[src/rtl/hilo_pkg.sv]
// Shared definitions for the HI/LO controller: op codes and FSM state encoding.
package hilo_pkg;

    localparam int unsigned HILO_DW = 32;
    localparam int unsigned HILO_OPW = 4;

    localparam logic [HILO_OPW-1:0] HILO_OP_NOP   = 4'd0;
    localparam logic [HILO_OPW-1:0] HILO_OP_MULT  = 4'd1;
    localparam logic [HILO_OPW-1:0] HILO_OP_MULTU = 4'd2;
    localparam logic [HILO_OPW-1:0] HILO_OP_DIV   = 4'd3;
    localparam logic [HILO_OPW-1:0] HILO_OP_DIVU  = 4'd4;
    localparam logic [HILO_OPW-1:0] HILO_OP_MUL   = 4'd5;
    localparam logic [HILO_OPW-1:0] HILO_OP_MTHI  = 4'd6;
    localparam logic [HILO_OPW-1:0] HILO_OP_MTLO  = 4'd7;
    localparam logic [HILO_OPW-1:0] HILO_OP_MFHI  = 4'd8;
    localparam logic [HILO_OPW-1:0] HILO_OP_MFLO  = 4'd9;

    typedef enum logic [1:0] {
        HILO_IDLE  = 2'd0,
        HILO_ISSUE = 2'd1,
        HILO_WAIT  = 2'd2
    } hilo_state_t;

endpackage

[src/rtl/hilo_ctrl.sv]
// HI/LO owner and issue/hazard front end of the multiply/divide unit.
// Optional HILO_BYPASS_EN: MFHI/MFLO in the commit cycle forwards the unit result.
module hilo_ctrl
    import hilo_pkg::*;
(
    input  logic                    Clk,
    input  logic                    Clr,
    input  logic                    op_valid,
    input  logic [HILO_OPW-1:0]     op_code,
    input  logic [HILO_DW-1:0]      op_a,
    input  logic [HILO_DW-1:0]      op_b,
    input  logic                    intreq,
    output logic                    stall,
    output logic [HILO_DW-1:0]      rd_data,
    output logic                    rd_valid,
    output logic                    xalu_start,
    output logic                    xalu_sign,
    output logic                    xalu_is_div,
    output logic [HILO_DW-1:0]      xalu_a,
    output logic [HILO_DW-1:0]      xalu_b,
    input  logic                    xalu_busy,
    input  logic [HILO_DW-1:0]      xalu_hi,
    input  logic [HILO_DW-1:0]      xalu_lo,
    output logic [HILO_DW-1:0]      hi,
    output logic [HILO_DW-1:0]      lo
);

    hilo_state_t        state, state_next;
    logic               pend_mul, pend_mul_next;
    logic               hi_we, lo_we;
    logic [HILO_DW-1:0] hi_d, lo_d;

    logic op_act, is_muldiv, is_mt, is_mf, is_hilo_op;

    // Op classification; an interrupted op is treated as absent.
    assign op_act     = op_valid && !intreq;
    assign is_muldiv  = (op_code >= HILO_OP_MULT) && (op_code <= HILO_OP_MUL);
    assign is_mt      = (op_code == HILO_OP_MTHI) || (op_code == HILO_OP_MTLO);
    assign is_mf      = (op_code == HILO_OP_MFHI) || (op_code == HILO_OP_MFLO);
    assign is_hilo_op = op_act && (is_muldiv || is_mt || is_mf);

    assign xalu_sign   = (op_code == HILO_OP_MULT) || (op_code == HILO_OP_DIV) ||
                         (op_code == HILO_OP_MUL);
    assign xalu_is_div = (op_code == HILO_OP_DIV) || (op_code == HILO_OP_DIVU);
    assign xalu_a      = op_a;
    assign xalu_b      = op_b;

    always_ff @(posedge Clk or posedge Clr) begin
        if (Clr) begin
            state    <= HILO_IDLE;
            pend_mul <= 1'b0;
            hi       <= '0;
            lo       <= '0;
        end else begin
            state    <= state_next;
            pend_mul <= pend_mul_next;
            if (hi_we) hi <= hi_d;
            if (lo_we) lo <= lo_d;
        end
    end

    always_comb begin
        state_next    = state;
        pend_mul_next = pend_mul;
        stall         = 1'b0;
        rd_data       = '0;
        rd_valid      = 1'b0;
        xalu_start    = 1'b0;
        hi_we         = 1'b0;
        lo_we         = 1'b0;
        hi_d          = op_a;
        lo_d          = op_a;

        case (state)
            HILO_IDLE: begin
                if (op_act && is_muldiv) begin
                    xalu_start    = 1'b1;
                    pend_mul_next = (op_code == HILO_OP_MUL);
                    stall         = (op_code == HILO_OP_MUL);
                    state_next    = HILO_ISSUE;
                end else if (op_act) begin
                    case (op_code)
                        HILO_OP_MTHI: hi_we = 1'b1;
                        HILO_OP_MTLO: lo_we = 1'b1;
                        HILO_OP_MFHI: begin rd_data = hi; rd_valid = 1'b1; end
                        HILO_OP_MFLO: begin rd_data = lo; rd_valid = 1'b1; end
                        default: ;
                    endcase
                end
            end

            HILO_ISSUE: begin
                state_next = HILO_WAIT;
                stall      = pend_mul || is_hilo_op;
            end

            HILO_WAIT: begin
                if (xalu_busy) begin
                    stall = pend_mul || is_hilo_op;
                end else begin
                    state_next    = HILO_IDLE;
                    pend_mul_next = 1'b0;
                    if (pend_mul) begin
                        // The held MUL completes here and releases the pipeline.
                        rd_data  = xalu_lo;
                        rd_valid = !intreq;
                    end else begin
                        hi_we = 1'b1;
                        lo_we = 1'b1;
                        hi_d  = xalu_hi;
                        lo_d  = xalu_lo;
`ifdef HILO_BYPASS_EN
                        if (op_act && is_mf) begin
                            rd_data  = (op_code == HILO_OP_MFHI) ? xalu_hi : xalu_lo;
                            rd_valid = 1'b1;
                        end else begin
                            stall = is_hilo_op;
                        end
`else
                        stall = is_hilo_op;
`endif
                    end
                end
            end

            default: state_next = HILO_IDLE;
        endcase
    end

endmodule
[config.mk]
export PLATFORM = sky130hd
export DESIGN_NAME = hilo_ctrl
export DESIGN_NICKNAME = d
export VERILOG_FILES = /design/src/rtl/hilo_pkg.sv /design/src/rtl/hilo_ctrl.sv
export SDC_FILE = /design/constraint.sdc
export NUM_CORES = 1
export LEC_CHECK = 0
export BUFFER_PORTS_ARGS = -buffer_cell sky130_fd_sc_hd__buf_4
export CELL_PAD_IN_SITES_DETAIL_PLACEMENT = 1
export CELL_PAD_IN_SITES_GLOBAL_PLACEMENT = 1
export CORE_MARGIN = 3
export CORE_UTILIZATION = 29
export CTS_CLUSTER_DIAMETER = 200
export DETAILED_ROUTE_END_ITERATION = 7
export PLACE_DENSITY = 0.87
export REMOVE_ABC_BUFFERS = 1
export SLEW_MARGIN = 40
export SYNTH_ARGS = -nofsm -noshare
export SYNTH_HDL_FRONTEND = slang
export SYNTH_SLANG_ARGS = --single-unit
[constraint.sdc]
create_clock -name Clk -period 2.55 [get_ports Clk]
set_input_delay 0.255 -clock Clk [delete_from_list [all_inputs] [get_ports Clk]]
set_output_delay 0.255 -clock Clk [all_outputs]
set_load 0.01 [all_outputs]
==> results by group <==
Routing
  • DRT iter0 DRCs: about 240
  • TritonRoute pass-1 iters: 5
  • Wirelength, routed: 20,000 um
  • Detail Route Antenna Nets: 0
  • # DRC: 0
  • Via count: approximately 5,000
  • Via/cell ratio: between 5 and 6
  • Wirelength per Cell: ~21 um

Global route
  • Largest net degree at the start of global routing: 69
  • Total grt overflow: 0
  • Vias in the first global route: 5,487
  • GRT Util Overall: 22.0%
  • Antenna violations before repair: 0
  • First-pass GRT wire length: a little over 30,000 um

Power and ir drop
  • PnR Total Power: approximately 5.3 mW
  • Max VDD drop: between 0.3 and 0.4 mV
  • Pwr/cell area: approximately 820 nW/um^2
  • LEAKAGE: approximately 3 nW

Timing
  • TNS Setup: 0 ns
  • Setup Skew: about 0.0081 ns
  • Final worst-path cycle share: between 90% and 100%
  • RSZ-0062 raised after global routing: no
  • Final min period: between 2 and 2.5 ns
  • Relative slew slack: approximately 53%
  • Worst setup margin: 0.214 ns
  • Final Max Tran Viols: 0
  • Slew @ Worst Pin: approximately 0.7 ns
  • Fmax: around 430 MHz
  • Final Hold Viols: 0
  • Final setup vio count: 0

Final layout
  • Area added between synthesis and finish: 39.7%
  • Commonest non-fill, non-tap cell in the layout: buf_4
  • Most frequent cells in the layout: buf_4 (252), nand3_1 (67), dfrtp_1 (65), o21ai_0 (62), nand2_1 (57)
  • Final nets: 864
  • Antenna Cells: 0
  • Share of layout cells above drive strength 1: roughly two fifths

Placement
  • Final Wtd Congestion: ~0.77
  • Number of port buffers: around 240
  • HPWL after DPL: between 10,000 and 15,000 um
  • Pre-CTS WS: ~0.30 ns

Clock tree
  • CTS clock-pin slew for the worst setup and hold paths: ~0.060 ns
  • Clock root buffer: clkbuf_16
  • Cts bufs inserted: 9
  • CTS H-tree lvls: 3
  • Clk Latency, worst-skew pair: 0.34 ns
  • Maximum root-to-sink buffer count: 2
  • Post-CTS Setup Repair Bufs: 0
  • TritonCTS clock tree: yes
  • Sink Count: 67

Logic synthesis
  • Register area share after synthesis: a little over a third
  • Post-Synthesis Cells: about 580
  • Unique masters post-synth: 35
  • Mapped cell area: 4650 um^2
  • Synth warnings: 0
  • #FFs+latches synth: 67
  • Avg Inst Size Synth: about 8 um^2

Floorplan
  • Die ar.: 17,600 um^2
  • Initial Util: between 30% and 40%
  • Io pins: approximately 300
  • Core area: roughly 15,000 um^2
  • Row count: 45
  • Die Y: ~130 um
  • Die W: ~130 um

Hold path
  • Hold Path End: hi[8]
  • Hold Crit Start: xalu_hi[8]
  • Hold Path Depth: 3
  • Min-delay worst type: in -> reg

Worst setup path
  • Reg2Reg Setup Slack: 0.44 ns
  • Arrival @ worst endpoint: 2.08 ns
  • Worst path required time: 2.30 ns
  • Crit Path Max Fanout: 8
  • Worst r2r src: pend_mul
  • Worst R2R End: lo[21]
  • Critical Path Source Type: flop
  • R2R depth: 4
  • CP endpoint kind: output port
  • Path type of the worst setup path: reg -> out

Status
  • Status: finished clean

Run
  • Max-cap violation count: 0
-- sequential cells by signal (all words and copies together) (netlist names) --
| name | flops |
|---|---|
| lo | 32 |
| pend_mul | 1 |
| hi | 32 |
| state | 2 |
-- layout make-up --
| type | instances | area (um^2) |
|---|---|---|
| Tap cell | 211 | 264 |
| Clock inverter | 5 | 75.1 |
| Fill cell | 1921 | 8930 |
| Inverter | 4 | 15.0 |
| Clock buffer | 11 | 253 |
| Sequential cell | 67 | 1680 |
| Timing Repair Buffer | 256 | 1960 |
| Multi-Input combinational cell | 389 | 2260 |
-- cells by family (layout without fill, tap and decap cells) --
family	count (synthesis)	after routing	share of synthesized area (%)
and+or+nand+nor	211	211	22.3
muxes	32	32	6.89
DFF	67	67	36.0
AOI/OAI and AO/OA	146	146	18.4
buffers and inverters	127	276	16.4
-- synth_stat cells, drive strengths merged --
cell type / number / area, um^2
buf: 83 / 597
o21ai: 74 / 370
dfrtp: 67 / 1680
nand3: 67 / 335
nand2: 57 / 214
clkbuf: 40 / 150
nor2: 40 / 150
a31oi: 39 / 244
mux2i: 32 / 320
o211ai: 26 / 195
nand4: 25 / 156
inv: 4 / 15.0
a21oi: 3 / 15.0
nand2b: 3 / 18.8
nor3: 3 / 15.0
or4: 3 / 22.5
a21o: 2 / 15.0
nor4b: 2 / 23.8
or4b: 2 / 20.0
a41oi: 1 / 8.76
and2b: 1 / 7.51
and4b: 1 / 10.0
and4bb: 1 / 12.5
nand4b: 1 / 8.76
nand4bb: 1 / 11.3
nor2b: 1 / 6.26
nor4bb: 1 / 10.0
o221ai: 1 / 8.76
or2b: 1 / 7.51
or3: 1 / 6.26
-- critical path, stage by stage (launching register included) --
cell	delay (ns)
dfrtp_2	0.45
or4b_4	0.57
or4_1	0.47
o21ai_0	0.10
buf_4	0.16
-- per-layer routing --
| layer | up-vias | routed length [um] | track usage, % |
|---|---|---|---|
| met3 | 30 | 1650 | 7.91 |
| met2 | 214 | 9550 | 35.8 |
| met5 | - | 80 | 4.17 |
| li1 | 2322 | - | - |
| met4 | 2 | 374 | 7.39 |
| met1 | 2546 | 8370 | 26.7 |
-- worst max-delay path by stage --
| stage | start | to | slack [ns] | cells after the start |
|---|---|---|---|---|
| 6_report | state[1] | stall | 0.21 | 4 |
| 5_1_grt | state[1] | stall | 0.16 | 4 |
| 4_1_cts | state[0] | stall | 0.03 | 4 |
| 3_5_place_dp | state[1] | pend_mul | 0.30 | 4 |
| 3_3_place_gp | state[0] | pend_mul | 0.35 | 4 |
| 2_1_floorplan | state[1] | rd_data[0] | -5.88 | 3 |
-- power breakdown --
group	internal [mW]	switching, mW	total (mW)	leakage, nW
sequential	1.49	0.405	1.90	0.799
clock	0.905	0.498	1.40	0.165
combinational	1.07	0.941	2.01	2.00
-- metrics by stage --
step,utilization (%),hold slack [ns],std cells,area (um^2)
floorplan,-,0.371,460,3910
CTS,42.1,0.101,943,6490
finish,42.1,0.119,943,6500
detailed placement,39.8,0.253,926,6150
global placement,39.8,0.255,926,6150
global route,42.1,0.120,943,6500
-- what timing repair did --
action / in CTS / in global routing
hold buffers: 1 / 0
endpoints found under the setup margin: 1 / 2
hold endpoints to repair: 13 / 0
gates resized for setup: 1 / 5
Power figures use the tool's default switching activity.
